<file path="config.mk">
export PLATFORM = sky130hd
export DESIGN_NAME = dac_stream_drv_flat
export DESIGN_NICKNAME = d
export VERILOG_FILES = /design/src/rtl/dac_stream_drv_pkg.sv /design/src/rtl/dac_stream_drv_if.sv /design/src/rtl/dac_stream_drv_fifo.sv /design/src/rtl/dac_stream_drv.sv /design/src/flat_wrapper.sv
export SDC_FILE = /design/constraint.sdc
export NUM_CORES = 1
export LEC_CHECK = 0
export BUFFER_PORTS_ARGS = -buffer_cell sky130_fd_sc_hd__buf_2
export CORE_ASPECT_RATIO = 0.5
export CORE_UTILIZATION = 61
export DETAILED_ROUTE_END_ITERATION = 10
export PLACE_DENSITY_LB_ADDON = 0.12
export SYNTH_ARGS = -nofsm -noshare
export SYNTH_HDL_FRONTEND = slang
export SYNTH_SLANG_ARGS = --single-unit
</file>
<file path="constraint.sdc">
create_clock -name sys_clk -period 3.7 [get_ports sys_clk]
set_input_delay 0.185 -clock sys_clk [delete_from_list [all_inputs] [get_ports sys_clk]]
set_output_delay 0.185 -clock sys_clk [all_outputs]
set_load 0.01 [all_outputs]
</file>
<file path="src/rtl/dac_stream_drv_pkg.sv">
// Shared types and arithmetic helpers for the DAC stream driver.
// Helpers work on 64-bit signed values so any IN_W/DAC_W up to 56 bits fits.
package dac_stream_drv_pkg;

   typedef enum logic [1:0] {ST_IDLE, ST_RUN, ST_STARVED} state_t;

   localparam int unsigned GAIN_W = 3;

   function automatic logic [63:0] midscale(input int unsigned dac_w, input bit fmt_offset);
      return fmt_offset ? (64'd1 << (dac_w - 1)) : 64'd0;
   endfunction

   function automatic logic signed [63:0] sat_shift(input logic signed [63:0] x,
                                                    input logic [GAIN_W-1:0] sh,
                                                    input int unsigned w);
      logic signed [63:0] v, hi, lo;
      v  = x <<< sh;
      hi = (64'sd1 <<< (w - 1)) - 64'sd1;
      lo = -(64'sd1 <<< (w - 1));
      if (v > hi) return hi;
      if (v < lo) return lo;
      return v;
   endfunction

   // Round half up, then clamp; 64 bits leaves headroom for the +half carry.
   function automatic logic signed [63:0] round_sat(input logic signed [63:0] x,
                                                    input int unsigned in_w,
                                                    input int unsigned dac_w);
      logic signed [63:0] v, hi, lo;
      int unsigned        d;
      d = in_w - dac_w;
      v = x;
      if (d != 0) v = (x + (64'sd1 <<< (d - 1))) >>> d;
      hi = (64'sd1 <<< (dac_w - 1)) - 64'sd1;
      lo = -(64'sd1 <<< (dac_w - 1));
      if (v > hi) return hi;
      if (v < lo) return lo;
      return v;
   endfunction

endpackage

</file>
<file path="src/rtl/dac_stream_drv_if.sv">
// Valid/ready sample stream into the DAC driver.
interface dac_stream_drv_if #(parameter int unsigned IN_W = 16);
   logic [IN_W-1:0] s_data;
   logic            s_valid;
   logic            s_ready;

   modport master (output s_data, output s_valid, input s_ready);
   modport slave  (input s_data, input s_valid, output s_ready);
endinterface

</file>
<file path="src/rtl/dac_stream_drv_fifo.sv">
// Single-clock sample FIFO with occupancy output; DEPTH must be a power of two.
module dac_sync_fifo #(
   parameter int unsigned DEPTH = 8,
   parameter int unsigned WIDTH = 16
) (
   input  logic                       i_clk,
   input  logic                       i_rst_n,
   input  logic                       i_push,
   input  logic [WIDTH-1:0]           i_din,
   input  logic                       i_pop,
   output logic [WIDTH-1:0]           o_dout,
   output logic                       o_full,
   output logic                       o_empty,
   output logic [$clog2(DEPTH):0]     o_level
);
   localparam int unsigned AW = $clog2(DEPTH);

   logic [WIDTH-1:0] r_mem [DEPTH];
   logic [AW-1:0]    r_wptr;
   logic [AW-1:0]    r_rptr;
   logic [AW:0]      r_level;
   logic             w_do_push;
   logic             w_do_pop;

   assign o_full    = (r_level == (AW+1)'(DEPTH));
   assign o_empty   = (r_level == '0);
   assign o_level   = r_level;
   assign o_dout    = r_mem[r_rptr];
   assign w_do_push = i_push && !o_full;
   assign w_do_pop  = i_pop && !o_empty;

   always_ff @(posedge i_clk or negedge i_rst_n) begin
      if (!i_rst_n) begin
         r_wptr  <= '0;
         r_rptr  <= '0;
         r_level <= '0;
      end else begin
         if (w_do_push) r_wptr <= r_wptr + AW'(1);
         if (w_do_pop)  r_rptr <= r_rptr + AW'(1);
         if (w_do_push && !w_do_pop)      r_level <= r_level + (AW+1)'(1);
         else if (!w_do_push && w_do_pop) r_level <= r_level - (AW+1)'(1);
      end
   end

   always_ff @(posedge i_clk) begin
      if (w_do_push) r_mem[r_wptr] <= i_din;
   end
endmodule

</file>
<file path="src/rtl/dac_stream_drv.sv">
// DAC output driver: FIFO, gain shift, round/saturate to DAC_W, code formatting,
// underflow detection and DAC clock forwarding.
module dac_stream_drv
   import dac_stream_drv_pkg::*;
#(
   parameter int unsigned IN_W       = 16,
   parameter int unsigned DAC_W      = 14,
   parameter int unsigned FIFO_DEPTH = 8,
   parameter bit          FMT_OFFSET = 1'b0
) (
   input  logic                          sys_clk,
   input  logic                          sys_rst_n,
   dac_stream_drv_if.slave               s_if,
   input  logic                          enable,
   input  logic [GAIN_W-1:0]             gain_shift,
   input  logic                          clr_underflow,
   output logic [DAC_W-1:0]              dac_data,
   output logic                          clk_p,
   output logic                          clk_n,
   output logic                          underflow,
   output logic [$clog2(FIFO_DEPTH):0]   fifo_level
);
   localparam logic [DAC_W-1:0] MID = DAC_W'(midscale(DAC_W, FMT_OFFSET));

   state_t                  r_state;
   logic                    w_full;
   logic                    w_empty;
   logic                    w_pop;
   logic                    w_ready;
   logic [IN_W-1:0]         w_head;
   logic signed [IN_W-1:0]  r_s1;
   logic                    r_s1_v;
   logic signed [DAC_W-1:0] r_s2;
   logic                    r_s2_v;

   assign w_ready      = sys_rst_n && !w_full;
   assign s_if.s_ready = w_ready;
   assign w_pop        = enable && !w_empty;
   assign clk_p        = sys_clk;
   assign clk_n        = ~sys_clk;

   dac_sync_fifo #(.DEPTH(FIFO_DEPTH), .WIDTH(IN_W)) u_fifo (
      .i_clk   (sys_clk),
      .i_rst_n (sys_rst_n),
      .i_push  (s_if.s_valid && w_ready),
      .i_din   (s_if.s_data),
      .i_pop   (w_pop),
      .o_dout  (w_head),
      .o_full  (w_full),
      .o_empty (w_empty),
      .o_level (fifo_level)
   );

   always_ff @(posedge sys_clk or negedge sys_rst_n) begin
      if (!sys_rst_n) begin
         r_state   <= ST_IDLE;
         underflow <= 1'b0;
      end else begin
         if (!enable) begin
            r_state <= ST_IDLE;
         end else begin
            case (r_state)
               ST_IDLE:    if (!w_empty) r_state <= ST_RUN;
               ST_RUN:     if (w_empty)  r_state <= ST_STARVED;
               ST_STARVED: if (!w_empty) r_state <= ST_RUN;
               default:    r_state <= ST_IDLE;
            endcase
         end
         if (enable && (r_state == ST_RUN) && w_empty) underflow <= 1'b1;
         else if (clr_underflow)                         underflow <= 1'b0;
      end
   end

   // Valid bits follow each popped sample; dropping enable discards in-flight samples.
   always_ff @(posedge sys_clk or negedge sys_rst_n) begin
      if (!sys_rst_n) begin
         r_s1     <= '0;
         r_s1_v   <= 1'b0;
         r_s2     <= '0;
         r_s2_v   <= 1'b0;
         dac_data <= MID;
      end else begin
         r_s1_v <= w_pop;
         r_s1   <= IN_W'(sat_shift(64'(signed'(w_head)), gain_shift, IN_W));
         r_s2_v <= enable && r_s1_v;
         r_s2   <= DAC_W'(round_sat(64'(r_s1), IN_W, DAC_W));
         // MID doubles as the format mask: zero for two's complement, MSB for offset binary.
         if (r_state == ST_IDLE)       dac_data <= MID;
         else if (enable && r_s2_v)    dac_data <= r_s2 ^ MID;
      end
   end
endmodule

</file>
<file path="src/flat_wrapper.sv">
// flat-port wrapper written by rule: the top's interface ports become plain ports
module dac_stream_drv_flat import dac_stream_drv_pkg::*;
#(
   parameter int unsigned IN_W       = 16,
   parameter int unsigned DAC_W      = 14,
   parameter int unsigned FIFO_DEPTH = 8,
   parameter bit          FMT_OFFSET = 1'b0
)
  (sys_clk, sys_rst_n, enable, gain_shift, clr_underflow, dac_data, clk_p, clk_n, underflow, fifo_level, s_if_s_data, s_if_s_valid, s_if_s_ready);
  dac_stream_drv_if #(.IN_W(IN_W)) s_if_i ();
  input  logic sys_clk;
  input  logic sys_rst_n;
  input  logic enable;
  input  logic [GAIN_W-1:0] gain_shift;
  input  logic clr_underflow;
  output logic [DAC_W-1:0] dac_data;
  output logic clk_p;
  output logic clk_n;
  output logic underflow;
  output logic [$clog2(FIFO_DEPTH):0] fifo_level;
  input wire logic [$bits(s_if_i.s_data)-1:0] s_if_s_data;
  input wire logic [$bits(s_if_i.s_valid)-1:0] s_if_s_valid;
  output wire logic [$bits(s_if_i.s_ready)-1:0] s_if_s_ready;
  assign s_if_i.s_data = s_if_s_data;
  assign s_if_i.s_valid = s_if_s_valid;
  assign s_if_s_ready = s_if_i.s_ready;
  dac_stream_drv #(.IN_W(IN_W), .DAC_W(DAC_W), .FIFO_DEPTH(FIFO_DEPTH), .FMT_OFFSET(FMT_OFFSET)) u_core (.sys_clk(sys_clk), .sys_rst_n(sys_rst_n), .s_if(s_if_i), .enable(enable), .gain_shift(gain_shift), .clr_underflow(clr_underflow), .dac_data(dac_data), .clk_p(clk_p), .clk_n(clk_n), .underflow(underflow), .fifo_level(fifo_level));
endmodule
</file>
After elaboration in Yosys (flattened, before gate mapping)
Memories as Yosys holds them, arrays and structs flattened.
Cells that the tools add are included.
{"block": "classes", "addsub": 5, "n_mul": 0, "div": 0, "n_lt_le_gt_ge": 4, "n_eq_ne": 5, "n_shift": 1, "mux": 26, "n_bitwise": 1, "n_reduce_logical": 22}
{"operator": "$mux W14", "count": 6}
{"operator": "$gt A64 B16 Y1 const B", "count": 1}
{"operator": "$lt A64 B16 Y1 const B", "count": 1}
{"operator": "$mux W16", "count": 4}
{"operator": "$sshl A16 B3 Y64", "count": 1}
{"operator": "$add A16 B3 Y17 const B", "count": 1}
{"operator": "$gt A15 B14 Y1 const B", "count": 1}
{"operator": "$lt A15 B14 Y1 const B", "count": 1}
{"operator": "$logic_and A1 B1 Y1", "count": 11}
{"operator": "$mux W1", "count": 10}
{"operator": "$mux W4", "count": 2}
{"operator": "$add A3 B1 Y3 const B", "count": 2}
{"operator": "$mux W2", "count": 3}
{"operator": "$reduce_bool A2 Y1", "count": 3}
{"operator": "$add A4 B1 Y4 const B", "count": 1}
{"operator": "$eq A4 B4 Y1 const B", "count": 1}
{"operator": "$logic_not A1 Y1", "count": 4}
{"operator": "$logic_not A4 Y1", "count": 1}
{"operator": "$pmux W2 S2", "count": 1}
{"operator": "$sub A4 B1 Y4 const B", "count": 1}
{"operator": "$ne A3 B2 Y1 const B", "count": 1}
{"operator": "$ne A3 B3 Y1 const B", "count": 1}
{"operator": "$eq A2 B1 Y1 const B", "count": 1}
{"operator": "$eq A2 B2 Y1 const B", "count": 1}
{"operator": "other kinds (4)", "count": 4}
{"block": "word_totals", "reg_bits": 59, "latch_bits": 0, "ram_bits": 128, "mem_bits_ro": 0, "inputBits": 24, "output_inout_bits": 22, "word_cells": 75, "mem_count": 1}
{"name": "u_core.u_fifo.r_mem", "words": 8, "word_bits": 16, "read_ports": 1, "rd_clocked_by_memory_dff": 0, "wr": 1, "line_no": "dac_stream_drv_fifo.sv:18", "source": "logic [WIDTH-1:0] r_mem [DEPTH];"}

Logic depth before layout (Yosys ltp)
{"block": "depth", "word_depth": 9, "ltp_mapped": 12}

Hierarchy
From an unflattened synthesis, not the netlist that was laid out.
{"block": "hier_totals", "cells_unflattened": 529, "area_unflattened_um2": 8418.1}
{"mod": "dac_sync_fifo", "n_inst": 1, "cells_per_inst": 250, "area_per_inst_um2": 5554.1, "seq_area_each_um2": 4093.9}
{"mod": "dac_stream_drv", "n_inst": 1, "cells_per_inst": 279, "area_per_inst_um2": 2864.0, "seq_area_each_um2": 1201.2}

==> results.toml <==
[yosys]
synth-seq-cells = 186
ys_async_sr_fraction = 0.312
yosysTopAreaCellShare = 0.481
ys_top_cells_by_area = "edfxtp_1 (48%), dfrtp_1 (18%), mux4_2 (8.7%)"
syn-instance-count = 490
synth_ff_type = "edfxtp_1"
syn-num-nets = 521
synth_edf_count = 128
yosys.cell_types.count = 48
postSynthAreaPerCell_um2 = 16.3
synth-seq-area-share = 0.662
yosys_warnings = 0
syn_area_um2 = 8000
yosys.area.top_type = "edfxtp_1"

[floorplan]
rows = 29
ios = 46
core-area_um2 = 12700
die_w_um = 164
die_h_um = 83.0
initial_utilization = 0.628
fp.dieArea_um2 = 13600

[placement]
dp_slack_ns = 0.814
place_area_um2 = 8400
place_hpwl_um = 8860
port_buffers = 45
dpl.cell_count = 698
place_congestion = 0.930

[global_route]
gr-total-overflow = 0
grt_pass1_vias = 4392
grtUsageTotal = 0.242
antenna_found_initial = 0
grt_start_max_net_pins = 59
grt_pass1_wl_um = 23800

[cells_and_area]
layout_commonest_cell = "edfxtp_1"
finalInstanceArea_um2 = 9250
final_layout_size_suffix_gt1_frac = 0.286
layout_common_cells = "edfxtp_1 (128), dfrtp_1 (57), buf_2 (45), nand2_1 (33), mux4_2 (31)"
final_cells = 753
final_nets = 601
antennaDiodeCount = 0
fin_util = 0.726
syn2layout_area_growth_pct = 15.7

[critical_path]
arrival_ns = 3.34
critPathMaxFanout = 13
critPathKind = "register to register"
cp.required_ns = 4.09
cp-start-kind = "register"
worst_setup_path_end_kind = "register"

[clock_tree]
cts_tree = "built"
cts_setup_buffers = 0
clk_pin_slew_worst_paths_ns = 0.07
clk-insertion-delay-late_ns = 0.53
cts_resized = 0

[timing]
hold_viol = 0
setup_viol = 0
worstMarginPinSlew_ns = 0.995
maxSlewViolCount = 0
tns_ns = 0
slew_headroom = 0.337
period_share = 0.799
fin_crit_ns = 2.96
skew_ns = 0.0146
rsz0062_at_grt = "no"
worst_slack_ns = 0.743
whs_ns = 0.107
clock.fmax_ghz = 0.338

[route]
vias_per_cell = 5.88
wirelength_um = 14700
drtAntennaViolNets = 0
post-route-drc-count = 0
drt_iter0_drc = 498
dr.pass1.iters = 5
wl_per_cell_um = 19.5
vias = 4430

[power]
peakVddDrop_v = 0.000458
total_power_mw = 7.19
p_per_area_nw_per_um2 = 777
p_leak_nw = 3.48

[status]
status = "complete, no violations"

[flow_run]
drv_cap = 0

[worst_hold_path]
hp-class = "input port to register"
## cells in the mapped netlist (2+ instances only)
cell type	n
o22a_1	3
mux2i_1	16
o31ai_1	2
mux2i_4	3
buf_2	3
inv_1	13
xnor2_1	13
a21boi_0	2
mux4_1	3
a21oi_1	11
nor2_1	27
nand3_1	4
nand2_1	33
buf_12	3
nand2b_1	4
mux2_2	20
clkbuf_1	10
xor2_1	5
o22ai_1	2
a31oi_1	2
a21o_1	2
buf_4	6
a41oi_1	2
dfrtp_1	58
o21ai_1	5
and2_1	5
o21ai_0	19
edfxtp_1	128
ha_1	6
and3_1	3
nand4_1	4
a22o_1	15
nor4_1	2
mux4_2	31
o31ai_2	10
nor3_1	3
## power breakdown
| group | internal, mW | total [mW] | leakage [nW] | switching [mW] |
|---|---|---|---|---|
| combinational | 1.14 | 2.40 | 1.29 | 1.26 |
| clock | 1.05 | 1.94 | 0.324 | 0.886 |
| sequential | 2.60 | 2.85 | 1.87 | 0.247 |
| total | 4.79 | 7.19 | 3.48 | 2.39 |
## registers in the layout, indices dropped and copies added (netlist names)
register	count
u_core.dac_data	14
u_core.r_s1	15
u_core.r_s1_v	1
u_core.r_s2	14
u_core.r_s2_v	1
u_core.r_state	2
u_core.u_fifo.o_level	4
u_core.u_fifo.r_mem	128
u_core.u_fifo.r_rptr	3
u_core.u_fifo.r_wptr	3
u_core.underflow	1
## final timing paths
check,from,endpoint,slack (ns),cells after the start
worst max-delay path,u_core.u_fifo.r_rptr[2],u_core.r_s1[4],0.74,7
worst min-delay path,s_if_s_valid,u_core.u_fifo.r_wptr[0],0.11,3
worst max register to register,u_core.u_fifo.r_rptr[2],u_core.r_s1[4],0.74,7
worst min register to register,u_core.r_s2[13],u_core.dac_data[13],0.46,1
max in group asynchronous,sys_rst_n,u_core.u_fifo.r_rptr[0],2.82,3
min in group asynchronous,sys_rst_n,u_core.u_fifo.o_level[3],0.35,3
## worst max-delay path, cell delays in order, from the launching register on
cell and delay (ns):
dfrtp_1 0.71, mux4_2 0.38, mux2i_1 0.53, nor4_1 0.13, a31oi_1 0.23, a21boi_1 0.20, o21a_1 0.48, o31ai_1 0.16
## cell families after synthesis
| family | share of synthesized area |
|---|---|
| and+or+nand+nor | 0.0488 |
| xor gates and xnor gates | 0.0197 |
| buffers and inverters | 0.0286 |
| muxes | 0.154 |
| DFF | 0.662 |
| adders and majority gates | 0.0119 |
| AOI/OAI and AO/OA | 0.0751 |
## repair_timing
action | 4_1_cts | 5_1_grt
hold buffers | 20 | 0
endpoints found under the setup margin | 0 | 0
endpoints found under the hold margin | 189 | 0
## layout make-up
| type | instances | area (µm²) |
|---|---|---|
| Inverter | 12 | 45.0 |
| Clock buffer | 22 | 510 |
| Tap cell | 170 | 213 |
| Clock inverter | 16 | 154 |
| Sequential cell | 186 | 5300 |
| Fill cell | 801 | 3480 |
| Multi-Input combinational cell | 266 | 2480 |
| Timing Repair Buffer | 81 | 551 |
## routing by layer
layer  wire length, µm  GRT usage  part of all wire
met4               343      0.105             0.023
met1              6760      0.363              0.46
met5                 0          0                 0
met3               915     0.0504             0.062
met2              6660      0.345              0.45
(Power assumes the default switching activity.)
